`src/rtl/vx_perf_sampler.sv`:
```
// vx_perf_sampler
//   Captures all perf counters into a shadow bank on a periodic tick or an
//   explicit trigger, then streams the bank out one counter per beat over a
//   valid/ready port. Each beat carries either the absolute value or the
//   difference from the previous snapshot.
//
// Ports
//   clk, reset_n          clock, asynchronous active-low reset
//   ctr_in                live counters, counter i at [i*CTR_W +: CTR_W]
//   enable, interval      periodic timer control (interval 0 = timer off)
//   trigger               one-cycle immediate sample request
//   delta_mode            1 = snapshot minus previous snapshot, 0 = absolute
//   out_valid/out_ready   beat handshake
//   out_data/out_index    beat payload and counter index
//   out_last              beat carries index NUM_CTRS-1
//   sample_id             completed drains (wraps)
//   overruns              dropped requests (saturates)
//   busy                  drain in progress
module vx_perf_sampler #(
   parameter int unsigned CTR_W      = 44,
   parameter int unsigned NUM_CTRS   = 8,
   parameter int unsigned INTERVAL_W = 16
) (
   input  logic                          clk,
   input  logic                          reset_n,
   input  logic [NUM_CTRS*CTR_W-1:0]     ctr_in,
   input  logic                          enable,
   input  logic [INTERVAL_W-1:0]         interval,
   input  logic                          trigger,
   input  logic                          delta_mode,
   output logic                          out_valid,
   input  logic                          out_ready,
   output logic [CTR_W-1:0]              out_data,
   output logic [$clog2(NUM_CTRS)-1:0]   out_index,
   output logic                          out_last,
   output logic [15:0]                   sample_id,
   output logic [15:0]                   overruns,
   output logic                          busy
);

   localparam int unsigned       IDX_W    = $clog2(NUM_CTRS);
   localparam logic [IDX_W-1:0]  LAST_IDX = IDX_W'(NUM_CTRS - 1);

   typedef enum logic {ST_IDLE, ST_DRAIN} state_t;

   state_t                       state_q, state_d;
   logic [IDX_W-1:0]             idx_q, idx_d;
   logic [NUM_CTRS*CTR_W-1:0]    snap_q, snap_d;
   logic [NUM_CTRS*CTR_W-1:0]    base_q, base_d;
   logic [INTERVAL_W-1:0]        timer_q, timer_d;
   logic                         enable_q, enable_d;
   logic [15:0]                  sample_id_q, sample_id_d;
   logic [15:0]                  overruns_q, overruns_d;

   logic [CTR_W-1:0]             snap_arr [NUM_CTRS];
   logic [CTR_W-1:0]             base_arr [NUM_CTRS];
   logic [INTERVAL_W-1:0]        timer_cur;
   logic                         enable_rise;
   logic                         tick;
   logic                         req;
   logic                         last_hs;
   logic                         accept;
   logic                         drop;

   always_comb begin
      for (int unsigned i = 0; i < NUM_CTRS; i++) begin
         snap_arr[i] = snap_q[i*CTR_W +: CTR_W];
         base_arr[i] = base_q[i*CTR_W +: CTR_W];
      end
   end

   // The reload on an enable rise is applied combinationally so the rise
   // cycle already counts as the first cycle of the period: with interval N
   // the first tick lands N-1 cycles after the rise, then every N cycles.
   always_comb begin
      enable_rise = enable & ~enable_q;
      enable_d    = enable;
      timer_cur   = enable_rise ? (interval - INTERVAL_W'(1)) : timer_q;
      timer_d     = timer_q;
      tick        = 1'b0;
      if (enable) begin
         if (interval != '0) begin
            if (timer_cur == '0) begin
               tick    = 1'b1;
               timer_d = interval - INTERVAL_W'(1);
            end else begin
               timer_d = timer_cur - INTERVAL_W'(1);
            end
         end else begin
            timer_d = timer_cur;
         end
      end
   end

   always_comb begin
      req     = trigger | tick;
      last_hs = (state_q == ST_DRAIN) && out_ready && (idx_q == LAST_IDX);
      accept  = req && ((state_q == ST_IDLE) || last_hs);
      drop    = req && (state_q == ST_DRAIN) && !last_hs;

      state_d     = state_q;
      idx_d       = idx_q;
      snap_d      = snap_q;
      base_d      = base_q;
      sample_id_d = sample_id_q;
      overruns_d  = overruns_q;

      if (state_q == ST_DRAIN && out_ready) begin
         if (idx_q == LAST_IDX) begin
            state_d     = ST_IDLE;
            idx_d       = '0;
            sample_id_d = sample_id_q + 16'd1;
         end else begin
            idx_d = idx_q + IDX_W'(1);
         end
      end

      // Accept overrides the return to IDLE on the final handshake.
      if (accept) begin
         snap_d  = ctr_in;
         base_d  = snap_q;
         idx_d   = '0;
         state_d = ST_DRAIN;
      end

      if (drop && overruns_q != '1) begin
         overruns_d = overruns_q + 16'd1;
      end
   end

   always_ff @(posedge clk or negedge reset_n) begin
      if (!reset_n) begin
         state_q     <= ST_IDLE;
         idx_q       <= '0;
         snap_q      <= '0;
         base_q      <= '0;
         timer_q     <= '0;
         enable_q    <= 1'b0;
         sample_id_q <= '0;
         overruns_q  <= '0;
      end else begin
         state_q     <= state_d;
         idx_q       <= idx_d;
         snap_q      <= snap_d;
         base_q      <= base_d;
         timer_q     <= timer_d;
         enable_q    <= enable_d;
         sample_id_q <= sample_id_d;
         overruns_q  <= overruns_d;
      end
   end

   always_comb begin
      out_valid = (state_q == ST_DRAIN);
      busy      = out_valid;
      out_index = idx_q;
      out_last  = out_valid && (idx_q == LAST_IDX);
      out_data  = '0;
      if (out_valid) begin
         out_data = delta_mode ? (snap_arr[idx_q] - base_arr[idx_q]) : snap_arr[idx_q];
      end
      sample_id = sample_id_q;
      overruns  = overruns_q;
   end

endmodule
```
`config.mk`:
```
export PLATFORM = sky130hd
export DESIGN_NAME = vx_perf_sampler
export DESIGN_NICKNAME = d
export VERILOG_FILES = /design/src/rtl/vx_perf_sampler.sv
export SDC_FILE = /design/constraint.sdc
export NUM_CORES = 2
export LEC_CHECK = 0
export ABC_AREA = 1
export BUFFER_PORTS_ARGS = -buffer_cell sky130_fd_sc_hd__buf_2
export CORE_MARGIN = 5
export CORE_UTILIZATION = 55
export CTS_BUF_LIST = sky130_fd_sc_hd__clkbuf_8
export DETAILED_ROUTE_END_ITERATION = 10
export PLACE_DENSITY_LB_ADDON = 0.3
export SLEW_MARGIN = 20
export SYNTH_ARGS = -nofsm -noshare
export SYNTH_HDL_FRONTEND = slang
export SYNTH_SLANG_ARGS = --single-unit
```
`constraint.sdc`:
```
create_clock -name clk -period 4.24 [get_ports clk]
set_input_delay 0.212 -clock clk [delete_from_list [all_inputs] [get_ports clk]]
set_output_delay 0.212 -clock clk [all_outputs]
set_load 0.05 [all_outputs]
```
==> out/summary.md <==
### Global routing
• pin count of the biggest net entering global routing: 195
• global route overflow: 0
• first-pass GRT wire length: 247,000 µm
• GRT Util Overall: 38.5%
• number of global-route vias before repair: 44.1k
• number of antenna violations at the first check in global routing: 10

### Synthesis
• largest cells by area after synthesis: sky130_fd_sc_hd__dfrtp_1, sky130_fd_sc_hd__nand2_1, sky130_fd_sc_hd__nand3_1, sky130_fd_sc_hd__o21ai_0, sky130_fd_sc_hd__nor2_1
• post-synthesis compound-gate area fraction: 11.1%
• Post-synth EDFFs: 0
• yosys synthesis warning count: 0
• average cell area after synthesis: 7.39 µm²
• Netlist Area Pre-Place: 41,200 µm²
• Mapped Nets: 5,997
• share of synthesized cell area in full adder, half adder and majority cells: 1.57%
• proportion of synthesized area in mux cells: 0%
• post-synthesis cell type count: 46
• sequential-to-total area share from yosys stat: 46.0%
• Synth Area in XOR/XNOR: 1.17%
• Primary FF master, synth: sky130_fd_sc_hd__dfrtp_1
• synthesized-area fraction occupied by and/or/nand/nor cells: 33.4%
• largest family of logic cells by synthesized area: simple AND/OR/NAND/NOR gates
• Cells after Synth: 5,572
• Yosys top cell by area: sky130_fd_sc_hd__dfrtp_1
• post-synthesis async set-or-reset flop share: 100%
• area share of the largest cell type after synthesis: 46.0%
• number of synthesized register bits: 757

### STA
• Final min period: 4.78 ns
• number of max-slew violations in the final report: 0
• final count of negative-setup-slack endpoints: 37
• fmax: 0.209 GHz
• Tightest Pin Transition: 0.939 ns
• setup total negative slack: -13.05 ns
• final hold vios: 0
• RSZ-0062 raised after global routing: yes
• final worst path period share: 113%
• final worst-path setup slack: -0.539 ns
• slew margin rel.: 37.4%
• post-route clock skew: 0.0384 ns

### Route
• routed via count divided by cell count: 5.99
• drt first pass iters: 9
• Antenna Violating Nets Remaining: 0
• sum of routed wire length over all layers: 163,000 µm
• violation count after the first detailed-routing iteration: 5,871
• routed len/inst: 21.5 µm
• vias: 45.6k
• drc violations: 0

### Place
• placement-stage cell area: 45,500 µm²
• Port Buffer Count: 455
• total half-perimeter wirelength after legalization and detailed placement: 99,100 µm
• routability cong.: 1.02

### Cells and area
• final std cell area, no fill: 56,100 µm²
• total of fill cells in the finished design: 5,276
• share of post-route cells with drive strength above 1: 22.4%
• top library cells by usage in the layout, fill and taps aside: sky130_fd_sc_hd__nand2_1, sky130_fd_sc_hd__nand3_1, sky130_fd_sc_hd__dfrtp_1
• final layout net count: 6,944
• most common library cell in the layout ignoring fill and taps: sky130_fd_sc_hd__nand2_1
• layout-stage area growth over the synthesis result: 36.3%

### Floorplan
• number of ports placed on the die boundary: 456
• floorplan die area: 80,400 µm²
• overall die height: 284 µm
• die width: 284 µm
• FP Rows: 100
• effective utilization at floorplan: 55.4%
• total core area: 74,300 µm²

### Worst setup path
• required time at the worst-slack endpoint: 4.03 ns
• worst r2r path cells: 14
• critical path data arrival time: 4.57 ns
• category of the critical setup timing path: reg2out
• maximum fanout count along the critical path: 11
• Critical R2R Launch: out_index[0]
• setup slack of the most critical reg-to-reg path: 0.46 ns
• destination of the worst register-to-register timing path: base_q[101]
• type of element launching the critical path: register
• type of element capturing the critical path: primary output

### Clock tree
• clock root buffer: sky130_fd_sc_hd__clkbuf_8
• clock slew at the register clock pins of the worst setup and hold paths: 0.06 ns
• clock buffers created by TritonCTS: 134
• clock latency of the later-clocked register in the worst-skew pair: 0.81 ns
• # H-tree levels: 4
• clk buf depth: 3
• TritonCTS Sinks: 757
• TritonCTS clock tree: built

### Run
• max-capacitance violation count: 0

### Worst hold path
• count of cells along the worst hold path: 6
• Worst Min Path Start: interval[2]
• min-delay worst type: in2reg
• worst hold endpoint: timer_q[4]

### Status
• status: finished, violations left
• violated checks: negative setup slack

[final cells by class]
cell class / count / area [µm²] / share of cell area (%)
antenna: 14 / 35.0 / 0.0625
clock buffer: 170 / 2340 / 4.17
clock inverter: 68 / 358 / 0.638
inverter: 193 / 769 / 1.37
multi-input combinational: 4227 / 21600 / 38.6
sequential: 757 / 19000 / 33.8
tap: 969 / 1210 / 2.16
timing repair buffer: 1202 / 10700 / 19.2
timing repair inverter: 4 / 52.6 / 0.0937
[how the worst max path moves through the flow]
stage	from	end	slack [ns]	depth (start not counted)
floorplan	out_index[0]	out_data[43]	-0.02	19
global placement	out_index[0]	out_data[27]	-0.29	18
detailed placement	out_index[0]	out_data[27]	-0.39	19
CTS	out_index[0]	out_data[26]	-0.45	18
global route	out_index[0]	out_data[28]	-0.63	25
finish	out_index[0]	out_data[38]	-0.54	19
[routing by layer]
metal / vias up / global-route usage [%] / share of wire [%]
met5: - / 0 / 0
met4: 0 / 27.0 / 9.0
met3: 864 / 7.16 / 8.5
met2: 2860 / 61.3 / 46
met1: 21500 / 47.6 / 36
li1: 20400 / - / -
[through the flow]
step | hold slack, ns | setup WS, ns | util, % | cells
detailed placement | 0.355 | -0.391 | 61.2 | 6849
floorplan | -0.0836 | -0.0158 | - | 5572
global route | 0.0726 | -0.631 | 75.5 | 7600
finish | 0.0525 | -0.539 | 75.5 | 7604
CTS | 0.0114 | -0.455 | 72.9 | 7539
global placement | 0.350 | -0.289 | 61.2 | 6849
[cells in the mapped netlist, types with 15 or more instances]
cell and count:
sky130_fd_sc_hd__dfrtp_1 757, sky130_fd_sc_hd__ha_1 50, sky130_fd_sc_hd__clkbuf_1 218, sky130_fd_sc_hd__o22ai_1 122, sky130_fd_sc_hd__nor3_1 21, sky130_fd_sc_hd__nand4_1 24, sky130_fd_sc_hd__a21oi_1 91, sky130_fd_sc_hd__nor2_1 528
sky130_fd_sc_hd__xnor2_1 23, sky130_fd_sc_hd__buf_1 15, sky130_fd_sc_hd__o221ai_1 42, sky130_fd_sc_hd__xor2_1 32, sky130_fd_sc_hd__a31oi_1 40, sky130_fd_sc_hd__buf_6 54, sky130_fd_sc_hd__or2_2 19, sky130_fd_sc_hd__nand3_1 824
sky130_fd_sc_hd__buf_2 104, sky130_fd_sc_hd__nand2_1 1841, sky130_fd_sc_hd__o21ai_0 478, sky130_fd_sc_hd__inv_1 183
[sequential cells by signal, indices dropped and copies added, names as in the netlist]
register   flops
enable_q       1
snap_q       352
timer_q       16
overruns      16
sample_id     16
base_q       352
out_index      3
busy           1
[critical path, stage by stage (launching register included)]
cell and delay, ns:
sky130_fd_sc_hd__dfrtp_4 0.47, sky130_fd_sc_hd__buf_12 0.20, sky130_fd_sc_hd__clkinv_16 0.12, sky130_fd_sc_hd__buf_16 0.18, sky130_fd_sc_hd__o21ai_0 0.33, sky130_fd_sc_hd__o221ai_2 0.17
sky130_fd_sc_hd__buf_4 0.20, sky130_fd_sc_hd__o21ai_1 0.14, sky130_fd_sc_hd__ha_4 0.26, sky130_fd_sc_hd__inv_2 0.08, sky130_fd_sc_hd__o21ai_1 0.11, sky130_fd_sc_hd__a21oi_1 0.22
sky130_fd_sc_hd__buf_4 0.14, sky130_fd_sc_hd__o21ai_1 0.08, sky130_fd_sc_hd__a31oi_1 0.26, sky130_fd_sc_hd__nand3_2 0.18, sky130_fd_sc_hd__xor2_1 0.18, sky130_fd_sc_hd__o21ai_2 0.19
sky130_fd_sc_hd__inv_1 0.11, sky130_fd_sc_hd__buf_6 0.17
[timing repair]
action,4_1_cts,5_1_grt
pin swaps,52,99
endpoints found under the setup margin,39,42
cloned,20,11
buffers inserted,58,42
hold buffers,375,0
resized for setup,337,396
endpoints found under the hold margin,462,0
[cells by family after synthesis]
group | after synthesis
flops | 757
xor+xnor | 55
fa+ha+maj | 51
simple gates | 3302
compound gates | 819
buf+inv | 588
Power is left out: the tool's default activity adds up to more than one toggle a clock period on the data nets, which glitch-free logic cannot reach.
